===== src/rtl/uart_rx_param.sv =====
// Parametrised UART receiver: 16x oversampling with 3-sample majority vote,
// false-start rejection, break detection and a show-ahead receive FIFO with
// valid/ready handshake and sticky overrun flag.
module uart_rx_param #(
  parameter int unsigned CLK_RATE   = 100000000,
  parameter int unsigned BAUD_RATE  = 19200,
  parameter int unsigned DATA_BITS  = 8,
  parameter int unsigned PARITY     = 0,
  parameter int unsigned FIFO_DEPTH = 4
) (
  input  logic                 clk,
  input  logic                 rst_n,
  input  logic                 rx_in,
  output logic [DATA_BITS-1:0] dout,
  output logic                 dout_valid,
  input  logic                 dout_ready,
  output logic                 parity_err,
  output logic                 frame_err,
  output logic                 overrun,
  input  logic                 clear_overrun,
  output logic                 break_det,
  output logic                 busy
);

  localparam int unsigned DIV     = CLK_RATE / (16 * BAUD_RATE);
  localparam int unsigned DIV_W   = (DIV > 1) ? $clog2(DIV) : 1;
  localparam int unsigned PTR_W   = $clog2(FIFO_DEPTH);
  localparam int unsigned CNT_W   = PTR_W + 1;
  localparam int unsigned ENTRY_W = DATA_BITS + 2;

  typedef enum logic [2:0] {
    StWaitHigh,
    StIdle,
    StStart,
    StData,
    StParity,
    StStop
  } state_e;

  state_e state_q, state_d;

  logic               rx_meta_q, rx_s_q;
  logic [DIV_W-1:0]   div_cnt_q, div_cnt_d;
  logic [3:0]         samp_cnt_q, samp_cnt_d;
  logic [3:0]         bit_cnt_q, bit_cnt_d;
  logic [DATA_BITS-1:0] data_q, data_d;
  logic               par_q, par_d;
  logic               s7_q, s8_q;
  logic               break_q;

  logic counting, tick, decide, bit_end, maj;
  logic is_break, push, brk_hit, calc_par_err;

  // Two-flop synchroniser; idles high so reset never looks like a start bit
  always_ff @(posedge clk or negedge rst_n) begin
    if (!rst_n) begin
      rx_meta_q <= 1'b1;
      rx_s_q    <= 1'b1;
    end else begin
      rx_meta_q <= rx_in;
      rx_s_q    <= rx_meta_q;
    end
  end

  assign counting = (state_q == StStart) || (state_q == StData) ||
                    (state_q == StParity) || (state_q == StStop);
  assign tick     = counting && (div_cnt_q == DIV_W'(DIV - 1));
  assign decide   = tick && (samp_cnt_q == 4'd9);
  assign bit_end  = tick && (samp_cnt_q == 4'd15);
  assign maj      = (s7_q & s8_q) | (s7_q & rx_s_q) | (s8_q & rx_s_q);

  // Divider and sample counter restart while idle, so the first tick lands
  // DIV cycles after start detection
  always_comb begin
    div_cnt_d  = div_cnt_q;
    samp_cnt_d = samp_cnt_q;
    if (!counting) begin
      div_cnt_d  = '0;
      samp_cnt_d = '0;
    end else if (tick) begin
      div_cnt_d  = '0;
      samp_cnt_d = samp_cnt_q + 4'd1;
    end else begin
      div_cnt_d  = div_cnt_q + DIV_W'(1);
    end
  end

  // Break: all-zero data, zero parity sample (if any) and zero stop bit
  always_comb begin
    is_break = (data_q == '0) && !maj;
    if (PARITY != 0) is_break = is_break && !par_q;
  end

  // Parity check of the assembled frame
  always_comb begin
    calc_par_err = 1'b0;
    if (PARITY == 1) calc_par_err = ((^data_q) ^ par_q) == 1'b0;
    if (PARITY == 2) calc_par_err = ((^data_q) ^ par_q) == 1'b1;
  end

  // FSM state register
  always_ff @(posedge clk or negedge rst_n) begin
    if (!rst_n) state_q <= StWaitHigh;
    else        state_q <= state_d;
  end

  // FSM next-state logic
  always_comb begin
    state_d = state_q;
    unique case (state_q)
      StWaitHigh: if (rx_s_q) state_d = StIdle;
      StIdle:     if (!rx_s_q) state_d = StStart;
      StStart: begin
        if (decide && maj)  state_d = StIdle;
        else if (bit_end)   state_d = StData;
      end
      StData: begin
        if (bit_end && (bit_cnt_q == 4'(DATA_BITS - 1))) begin
          state_d = (PARITY != 0) ? StParity : StStop;
        end
      end
      StParity: if (bit_end) state_d = StStop;
      // Leave at mid-stop-bit to gain half a bit of resync margin
      StStop: if (decide) state_d = is_break ? StWaitHigh : StIdle;
      default: state_d = StWaitHigh;
    endcase
  end

  // FSM outputs
  always_comb begin
    busy    = (state_q != StIdle);
    push    = (state_q == StStop) && decide && !is_break;
    brk_hit = (state_q == StStop) && decide && is_break;
  end

  // Frame datapath next state: bit counter, LSB-first shifter, parity sample
  always_comb begin
    bit_cnt_d = bit_cnt_q;
    data_d    = data_q;
    par_d     = par_q;
    if (state_q == StStart) begin
      bit_cnt_d = '0;
      data_d    = '0;
      par_d     = 1'b0;
    end
    if (state_q == StData) begin
      if (decide)  data_d = {maj, data_q[DATA_BITS-1:1]};
      if (bit_end) bit_cnt_d = bit_cnt_q + 4'd1;
    end
    if ((state_q == StParity) && decide) par_d = maj;
  end

  // Frame datapath registers and majority-vote samples
  always_ff @(posedge clk or negedge rst_n) begin
    if (!rst_n) begin
      div_cnt_q  <= '0;
      samp_cnt_q <= '0;
      bit_cnt_q  <= '0;
      data_q     <= '0;
      par_q      <= 1'b0;
      s7_q       <= 1'b1;
      s8_q       <= 1'b1;
      break_q    <= 1'b0;
    end else begin
      div_cnt_q  <= div_cnt_d;
      samp_cnt_q <= samp_cnt_d;
      bit_cnt_q  <= bit_cnt_d;
      data_q     <= data_d;
      par_q      <= par_d;
      if (tick && (samp_cnt_q == 4'd7)) s7_q <= rx_s_q;
      if (tick && (samp_cnt_q == 4'd8)) s8_q <= rx_s_q;
      break_q    <= brk_hit;
    end
  end

  assign break_det = break_q;

  // ---------------------------------------------------------------------------
  // Receive FIFO
  // ---------------------------------------------------------------------------
  logic [ENTRY_W-1:0] mem_q [FIFO_DEPTH];
  logic [PTR_W-1:0]   wr_ptr_q, rd_ptr_q;
  logic [CNT_W-1:0]   count_q, count_d;
  logic               overrun_q;
  logic               full, pop, wr_en, drop;
  logic [ENTRY_W-1:0] head;

  assign full  = (count_q == CNT_W'(FIFO_DEPTH));
  assign pop   = dout_valid && dout_ready;
  // When full, a simultaneous pop frees the head slot, which is exactly wr_ptr
  assign wr_en = push && (!full || pop);
  assign drop  = push && full && !pop;
  assign head  = mem_q[rd_ptr_q];

  // FIFO occupancy next state
  always_comb begin
    count_d = count_q;
    if (wr_en && !pop)      count_d = count_q + CNT_W'(1);
    else if (!wr_en && pop) count_d = count_q - CNT_W'(1);
  end

  // FIFO storage, pointers and sticky overrun (set wins over clear)
  always_ff @(posedge clk or negedge rst_n) begin
    if (!rst_n) begin
      for (int unsigned i = 0; i < FIFO_DEPTH; i++) mem_q[i] <= '0;
      wr_ptr_q  <= '0;
      rd_ptr_q  <= '0;
      count_q   <= '0;
      overrun_q <= 1'b0;
    end else begin
      if (wr_en) begin
        mem_q[wr_ptr_q] <= {data_q, calc_par_err, ~maj};
        wr_ptr_q        <= wr_ptr_q + PTR_W'(1);
      end
      if (pop) rd_ptr_q <= rd_ptr_q + PTR_W'(1);
      count_q <= count_d;
      if (drop)               overrun_q <= 1'b1;
      else if (clear_overrun) overrun_q <= 1'b0;
    end
  end

  // Show-ahead head outputs, forced to zero while empty
  always_comb begin
    dout_valid = (count_q != '0);
    dout       = '0;
    parity_err = 1'b0;
    frame_err  = 1'b0;
    if (dout_valid) begin
      dout       = head[ENTRY_W-1:2];
      parity_err = head[1];
      frame_err  = head[0];
    end
    overrun = overrun_q;
  end

endmodule


===== config.mk =====
export PLATFORM = sky130hd
export DESIGN_NAME = uart_rx_param
export DESIGN_NICKNAME = d
export VERILOG_FILES = /design/src/rtl/uart_rx_param.sv
export SDC_FILE = /design/constraint.sdc
export NUM_CORES = 1
export LEC_CHECK = 0
export ABC_AREA = 1
export BUFFER_PORTS_ARGS = -buffer_cell sky130_fd_sc_hd__clkbuf_2
export CAP_MARGIN = 20
export CORE_ASPECT_RATIO = 2
export CORE_MARGIN = 2
export CORE_UTILIZATION = 55
export CTS_CLUSTER_SIZE = 20
export DETAILED_ROUTE_END_ITERATION = 10
export PLACE_DENSITY = 0.78
export RECOVER_POWER = 100
export REMOVE_ABC_BUFFERS = 1
export SLEW_MARGIN = 10
export SYNTH_ARGS = -nofsm -noshare
export SYNTH_HDL_FRONTEND = slang
export SYNTH_SLANG_ARGS = --single-unit

===== constraint.sdc =====
create_clock -name clk -period 4.9 [get_ports clk]
set_input_delay 0.98 -clock clk [delete_from_list [all_inputs] [get_ports clk]]
set_output_delay 0.98 -clock clk [all_outputs]
set_load 0.005 [all_outputs]

==> run_results.csv, run 1 <==
group,metric,value,unit
critical_path,reg2reg_to,"count_q[2]",
sta,worstMarginPinSlew,1.89,ns
global_routing,grt_overflow,0,
detailed_routing,drt_iter0_drc,252,
critical_path,critPathArrivalTime,2.21,ns
clock_tree,postCtsHoldBufs,0,
finish,multiInputGateArea,0.00165,mm2
detailed_routing,viasPerCell,5.41,
finish,utilization,62.2,%
sta,min_period,3.19,ns
clock_tree,cts_buffers,9,
logic_synthesis,ys_ff_latch,77,
finish,drive_above_1_share,7.74,%
logic_synthesis,syn-cell-area,0.00394,mm2
critical_path,path_max_fanout,21,
critical_path,endpoint,"frame_err",
sta,relSlewSlack,-26.0,%
floorplan,die_y,124,um
status,outcome,"finished with violations",
finish,num-fill-cells,621,
critical_path,path_class,"register to primary output",
clock_tree,cts.clk_slew.worst_paths,0.06,ns
clock_tree,clock_path_buffers,2,
finish,synthToLayoutAreaGrowth,9.66,%
clock_tree,clock-sinks,77,
hold_path,holdCritPathClass,"register to register",
critical_path,start_kind,"register",
logic_synthesis,ys_top_cells_by_area,"dfrtp_1 46%, nand2_1 11%, nand3_1 8.0%",
sta,fin_worst_skew,0.00706,ns
finish,layout.nets,516,
global_routing,grt_pass1_vias,3282,
finish,final_area,0.00432,mm2
floorplan,dieArea,0.00789,mm2
sta,rsz0062_at_grt,"false",
logic_synthesis,synthTopCellsByCount,"114 x nand2_1, 73 x dfrtp_1, 63 x nand3_1",
global_routing,grt_max_degree,78,
floorplan,ioPinCount,19,
critical_path,r2r_slack,1.73,ns
sta,finalHoldViolations,0,
clock_tree,post_cts_buffers,0,
floorplan,initial_core_util,56.7,%
sta,final_max_slew_viol_count,78,
sta,setup_tns,0,ns
detailed_routing,route.vias.total,3216,
placement,place_area,0.00404,mm2
flow_run,cap_violations,1,
critical_path,cp.required,3.92,ns
clock_tree,cts-resized-gates,0,
power,p_per_area,464,mW/mm2
critical_path,r2r_start,"div_cnt_q[0]",
logic_synthesis,ys_seq_area_share,49.1,%
logic_synthesis,synth_ff_type,"dfrtp_1",
floorplan,core,0.00694,mm2
placement,gp_congestion,0.789,
placement,io_buffers,17,
sta,fmax,313,MHz
status,violations,"capacitance limit, slew limit",
critical_path,r2r_cells,15,
power,leakage,0.00222,uW
power,peakVddDrop,0.313,mV
logic_synthesis,synth_top_area_share,46.4,%
floorplan,num_rows,43,
clock_tree,clock_latency,0.34,ns
clock_tree,cts_tree,"done",
logic_synthesis,synth_edf_count,0,
global_routing,grt_pass1_wl,14900,um
sta,fin_crit_sh,65.1,%
global_routing,grt_util_all_layers,24.8,%
logic_synthesis,syn_area_per_cell,8.12,um2
floorplan,die_x,63.8,um
logic_synthesis,yosysTopAreaCell,"dfrtp_1",
placement,place.detailed.hpwl,6380,um
logic_synthesis,async_flop_share,100,%
detailed_routing,drc,0,
logic_synthesis,syn_inst,485,
detailed_routing,drt_pass1_iterations,4,
clock_tree,root_buffer,"clkbuf_16",
detailed_routing,wl,8960,um
detailed_routing,ant_nets,0,
finish,antenna_cells,0,
finish,regArea,0.00193,mm2
clock_tree,htree_levels,3,
critical_path,end_kind,"primary output",
detailed_routing,wl_per_cell,15.1,um
sta,setup_viol,0,
global_routing,antenna_found_initial,0,
logic_synthesis,synth_most_common_cell,"nand2_1",
logic_synthesis,ys_types,34,
logic_synthesis,ys_warn_count,0,
critical_path,cp-startpoint,"rd_ptr_q[0]",
-- state kept, by name, indices dropped and copies added, names as in the netlist --
register	flops
bit_cnt_q	4
samp_cnt_q	4
wr_ptr_q	2
mem_q	36
rx_meta_q	1
overrun	1
data_q	8
s7_q	1
rx_s_q	1
div_cnt_q	9
break_det	1
rd_ptr_q	2
count_q	3
s8_q	1
state_q	3
-- per-stage QoR --
step | power (uW) | setup slack [ns] | hold slack [ns] | instances
2_1_floorplan | 1090 | 1.67 | 0.345 | 470
5_1_grt | 2130 | 1.42 | 0.359 | 594
3_3_place_gp | 1270 | 1.85 | 0.350 | 578
3_5_place_dp | 1280 | 1.79 | 0.349 | 578
6_report | 2000 | 1.71 | 0.355 | 594
4_1_cts | 2040 | 1.74 | 0.357 | 594
-- metal layers --
metal  vias up  share of wire [%]  routed length (um)  track usage, %
met2        62                 56                5040            45.5
met4         0                4.2                 380            15.8
li1       1590                  -                   -               -
met1      1541                 37                3310            24.8
met5         -                  0                   0               0
met3        23                2.6                 237            5.42
-- power breakdown --
part	switching, uW	internal [uW]	total, uW
Clock	249	500	750
Combinational	323	176	499
Sequential	75.0	680	755
Total	648	1360	2000
-- worst max-delay path, stage by stage (launching register included) --
cell and delay [ns]:
dfrtp_1 0.78, inv_1 0.44, o21ai_0 0.40, a21oi_1 0.12, clkbuf_1 0.12
-- cell type report --
cell class,instances,share of cell area (%)
clock buffers,13,6.49
clock inverters,3,1.51
inverters,53,4.61
multi-input cells,340,38.1
flip-flops and latches,77,44.8
well taps,90,2.61
repair buffers,18,1.91
-- logic make-up (layout without fill, tap and decap cells) --
family / after synthesis / after routing / synth area share (%)
other: 1 / 1 / 0.0953
AOI/OAI and AO/OA: 61 / 61 / 7.88
muxes: 1 / 1 / 0.286
xor gates and xnor gates: 5 / 5 / 1.11
DFF: 77 / 77 / 49.1
adders and majority gates: 12 / 12 / 4.01
buffers and inverters: 68 / 87 / 7.66
and+or+nand+nor: 260 / 260 / 29.9
-- placed cells by master (no fill, tap or decap) --
cell | netlist | routed
a21oi_1 | 19 | 19
a31oi_1 | 1 | 1
and3_1 | 1 | 1
buf_4 | 1 | 1
bufinv_16 | 0 | 2
clkbuf_1 | 5 | 8
clkbuf_16 | 0 | 9
clkbuf_2 | 4 | 9
clkbuf_8 | 0 | 4
clkinv_1 | 2 | 2
clkinv_2 | 0 | 1
conb_1 | 1 | 1
dfrtp_1 | 73 | 73
dfstp_2 | 4 | 4
fa_1 | 1 | 1
ha_1 | 11 | 11
inv_1 | 50 | 50
inv_2 | 1 | 1
mux2_2 | 1 | 1
nand2_1 | 114 | 114
nand3_1 | 63 | 68
nand3_2 | 6 | 2
nand4_1 | 4 | 5
nor2_1 | 58 | 60
nor2_2 | 3 | 2
nor3_1 | 4 | 4
nor3_4 | 1 | 1
nor4_1 | 1 | 1
o21ai_0 | 39 | 40
o32ai_1 | 1 | 1
or2_2 | 2 | 2
xnor2_1 | 1 | 1
xor2_1 | 4 | 4
-- how the worst min path moves through the flow --
stage                   start     end  depth (start not counted)
CTS                 rx_meta_q  rx_s_q                          0
finish              rx_meta_q  rx_s_q                          0
global placement    rx_meta_q  rx_s_q                          0
global route        rx_meta_q  rx_s_q                          0
detailed placement  rx_meta_q  rx_s_q                          0
floorplan           rx_meta_q  rx_s_q                          0
No activity file was read; power rests on OpenSTA's default activity.
==> run 2: changes to the inputs <==
--- a/config.mk
+++ b/config.mk
@@ -5,7 +5,7 @@
 export SDC_FILE = /design/constraint.sdc
 export NUM_CORES = 1
 export LEC_CHECK = 0
-export ABC_AREA = 1
+export ABC_AREA = 0
 export BUFFER_PORTS_ARGS = -buffer_cell sky130_fd_sc_hd__clkbuf_2
 export CAP_MARGIN = 20
 export CORE_ASPECT_RATIO = 2
==> constraint.sdc (replaced) <==
create_clock -name clk -period 3.3 [get_ports clk]
set_input_delay 0.66 -clock clk [delete_from_list [all_inputs] [get_ports clk]]
set_output_delay 0.66 -clock clk [all_outputs]
set_load 0.005 [all_outputs]
==> run_results.csv, run 2 <==
group,metric,value,unit
placement,gp_congestion,0.831,
logic_synthesis,synth_top_family_by_area,"simple AND/OR/NAND/NOR gates",
critical_path,end_kind,"register",
finish,layout.nets,355,
logic_synthesis,synth_fa_ha_area_share,4.36,%
global_routing,grt_max_degree,78,
finish,antenna_cells,0,
sta,final_max_slew_viol_count,78,
finish,mostFrequentLayoutCell,"dfrtp_1",
logic_synthesis,synth_compound_area_share,4.10,%
logic_synthesis,ys_ff_latch,77,
finish,synthToLayoutAreaGrowth,11.1,%
logic_synthesis,ys_warn_count,0,
sta,setup_tns,0,ns
logic_synthesis,ys_top_cells_by_area,"dfrtp_1 48%, mux2_2 11%, mux4_2 5.3%",
clock_tree,root_buffer,"clkbuf_16",
hold_path,holdCritPathClass,"register to register",
floorplan,initial_core_util,56.2,%
floorplan,num_rows,43,
detailed_routing,ant_nets,0,
status,outcome,"finished with violations",
logic_synthesis,synth_edf_count,0,
power,clkPwrFrac,40.4,%
sta,finalHoldViolations,0,
floorplan,die_x,63.1,um
sta,fin_ws,0.531,ns
finish,top_regs,"mem_q: 36 flops, div_cnt_q: 9 flops, data_q: 8 flops",
power,p_per_area,613,mW/mm2
logic_synthesis,synth_most_common_cell,"dfrtp_1",
power,swShare,27.6,%
logic_synthesis,synthXorXnorAreaFrac,3.42,%
critical_path,cp.required,3.52,ns
clock_tree,clock-sinks,77,
clock_tree,clock_path_buffers,2,
floorplan,ioPinCount,19,
logic_synthesis,yosys.area_share.simple,17.9,%
critical_path,critPathArrivalTime,2.99,ns
detailed_routing,viasPerCell,5.64,
clock_tree,cts_tree,"done",
finish,mostFrequentLayoutCells,"73 x dfrtp_1, 38 x mux2_2, 33 x nand2_1",
clock_tree,cts.clk_slew.worst_paths,0.06,ns
finish,final_area,0.00427,mm2
logic_synthesis,synthTopCellsByCount,"73 x dfrtp_1, 38 x mux2_2, 28 x nand2_1",
power,p_sw,722,uW
status,violations,"capacitance limit, slew limit",
sta,fin_worst_skew,0.00526,ns
power,finalPower,2620,uW
placement,io_buffers,17,
global_routing,grt_pass1_wl,12300,um
clock_tree,post_cts_buffers,0,
clock_tree,postCtsHoldBufs,0,
finish,drive_above_1_share,24.8,%
detailed_routing,route.vias.total,2443,
logic_synthesis,yosysTopAreaCell,"dfrtp_1",
detailed_routing,wl,7160,um
logic_synthesis,ys_types,52,
global_routing,grt_pass1_vias,2553,
clock_tree,htree_levels,3,
sta,fin_crit_sh,83.9,%
logic_synthesis,async_flop_share,100,%
sta,rsz0062_at_grt,"false",
global_routing,grt_util_all_layers,21.0,%
sta,relSlewSlack,-23.0,%
flow_run,cap_violations,1,
floorplan,dieArea,0.00771,mm2
logic_synthesis,syn_area_per_cell,12.0,um2
power,combPwrFrac,15.2,%
detailed_routing,wl_per_cell,16.5,um
logic_synthesis,syn_inst,321,
finish,regMostFlops,"mem_q",
finish,utilization,62.4,%
logic_synthesis,syn-cell-area,0.00384,mm2
finish,largest_reg_flops,36,
logic_synthesis,synth_ff_type,"dfrtp_1",
power,leakage,0.00202,uW
global_routing,grt_overflow,0,
detailed_routing,drt_pass1_iterations,4,
power,peakVddDrop,0.372,mV
clock_tree,cts-resized-gates,0,
logic_synthesis,ys_seq_area_share,50.3,%
logic_synthesis,synthMuxAreaShare,17.5,%
sta,min_period,2.77,ns
placement,place_area,0.00400,mm2
placement,post-place-ws,0.593,ns
clock_tree,clock_latency,0.33,ns
detailed_routing,drc,0,
logic_synthesis,synth_top_area_share,47.6,%
floorplan,die_y,122,um
critical_path,start_kind,"register",
critical_path,path_max_fanout,7,
sta,fmax,361,MHz
power,p_seq_share,44.4,%
floorplan,core,0.00683,mm2
placement,place.detailed.hpwl,4900,um
clock_tree,cts_buffers,9,
global_routing,antenna_found_initial,0,
sta,worstMarginPinSlew,1.85,ns
critical_path,path_class,"register to register",
detailed_routing,drt_iter0_drc,130,
power,internal_power,1890,uW
finish,num-fill-cells,560,
sta,setup_viol,0,
## run 2: power groups by stage
stage                     Clock [uW]  Combinational [uW]  Sequential, uW
final                           1060                 397            1160
after global routing            1120                 445            1180
after CTS                       1080                 401            1160
after detailed placement           0                 396            1180
after global placement             0                 378            1170
after floorplan                    0                 295            1130
## run 2: path summary, 6_finish.rpt
path / from / to / slack [ns] / cells after the start
setup / recovery: data_q[5] / count_q[1] / 0.53 / 7
hold / removal: rx_meta_q / rx_s_q / 0.36 / 0
setup reg to reg: data_q[5] / count_q[1] / 0.53 / 7
hold reg to reg: rx_meta_q / rx_s_q / 0.36 / 0
max in group asynchronous: rst_n / mem_q[24] / 1.37 / 1
min in group asynchronous: rst_n / div_cnt_q[3] / 0.83 / 1
## run 2: worst max-delay path, stage by stage, from the launching register on
cell and delay [ns]:
dfrtp_1 0.45, or4_1 0.56, nor3_1 0.53, nor4_2 0.14, ha_1 0.24, inv_1 0.07, fa_1 0.39, mux2_2 0.26
## run 2: cells by family (layout without fill, tap and decap cells)
family / after synthesis / after routing
muxes: 50 / 50
xor gates and xnor gates: 15 / 15
adders and majority gates: 13 / 13
other: 1 / 1
buffers and inverters: 23 / 45
DFF: 77 / 77
and+or+nand+nor: 117 / 117
AOI/OAI and AO/OA: 25 / 25
## run 2: final cells by class
cell class | count | area (um2) | area share [%]
tap | 90 | 113 | 2.64
timing repair buffer | 18 | 87.6 | 2.05
clock inverter | 4 | 70.1 | 1.64
inverter | 11 | 41.3 | 0.968
clock buffer | 12 | 256 | 6.01
multi-input combinational | 221 | 1770 | 41.4
sequential | 77 | 1930 | 45.3
## run 2: through the flow
stage	instances	hold WS, ns
after floorplan	309	0.345
after global placement	417	0.346
after detailed placement	417	0.356
after CTS	433	0.365
after global routing	433	0.368
final	433	0.362
## run 2: per-layer routing
layer	part of all wire, %	global-route usage [%]	wire [um]	vias to the layer above
met5	0	0	0	-
met4	2.1	8.33	150	0
met3	2.7	4.43	194	14
met2	53	35.7	3810	40
met1	42	26.1	3010	1224
li1	-	-	-	1165
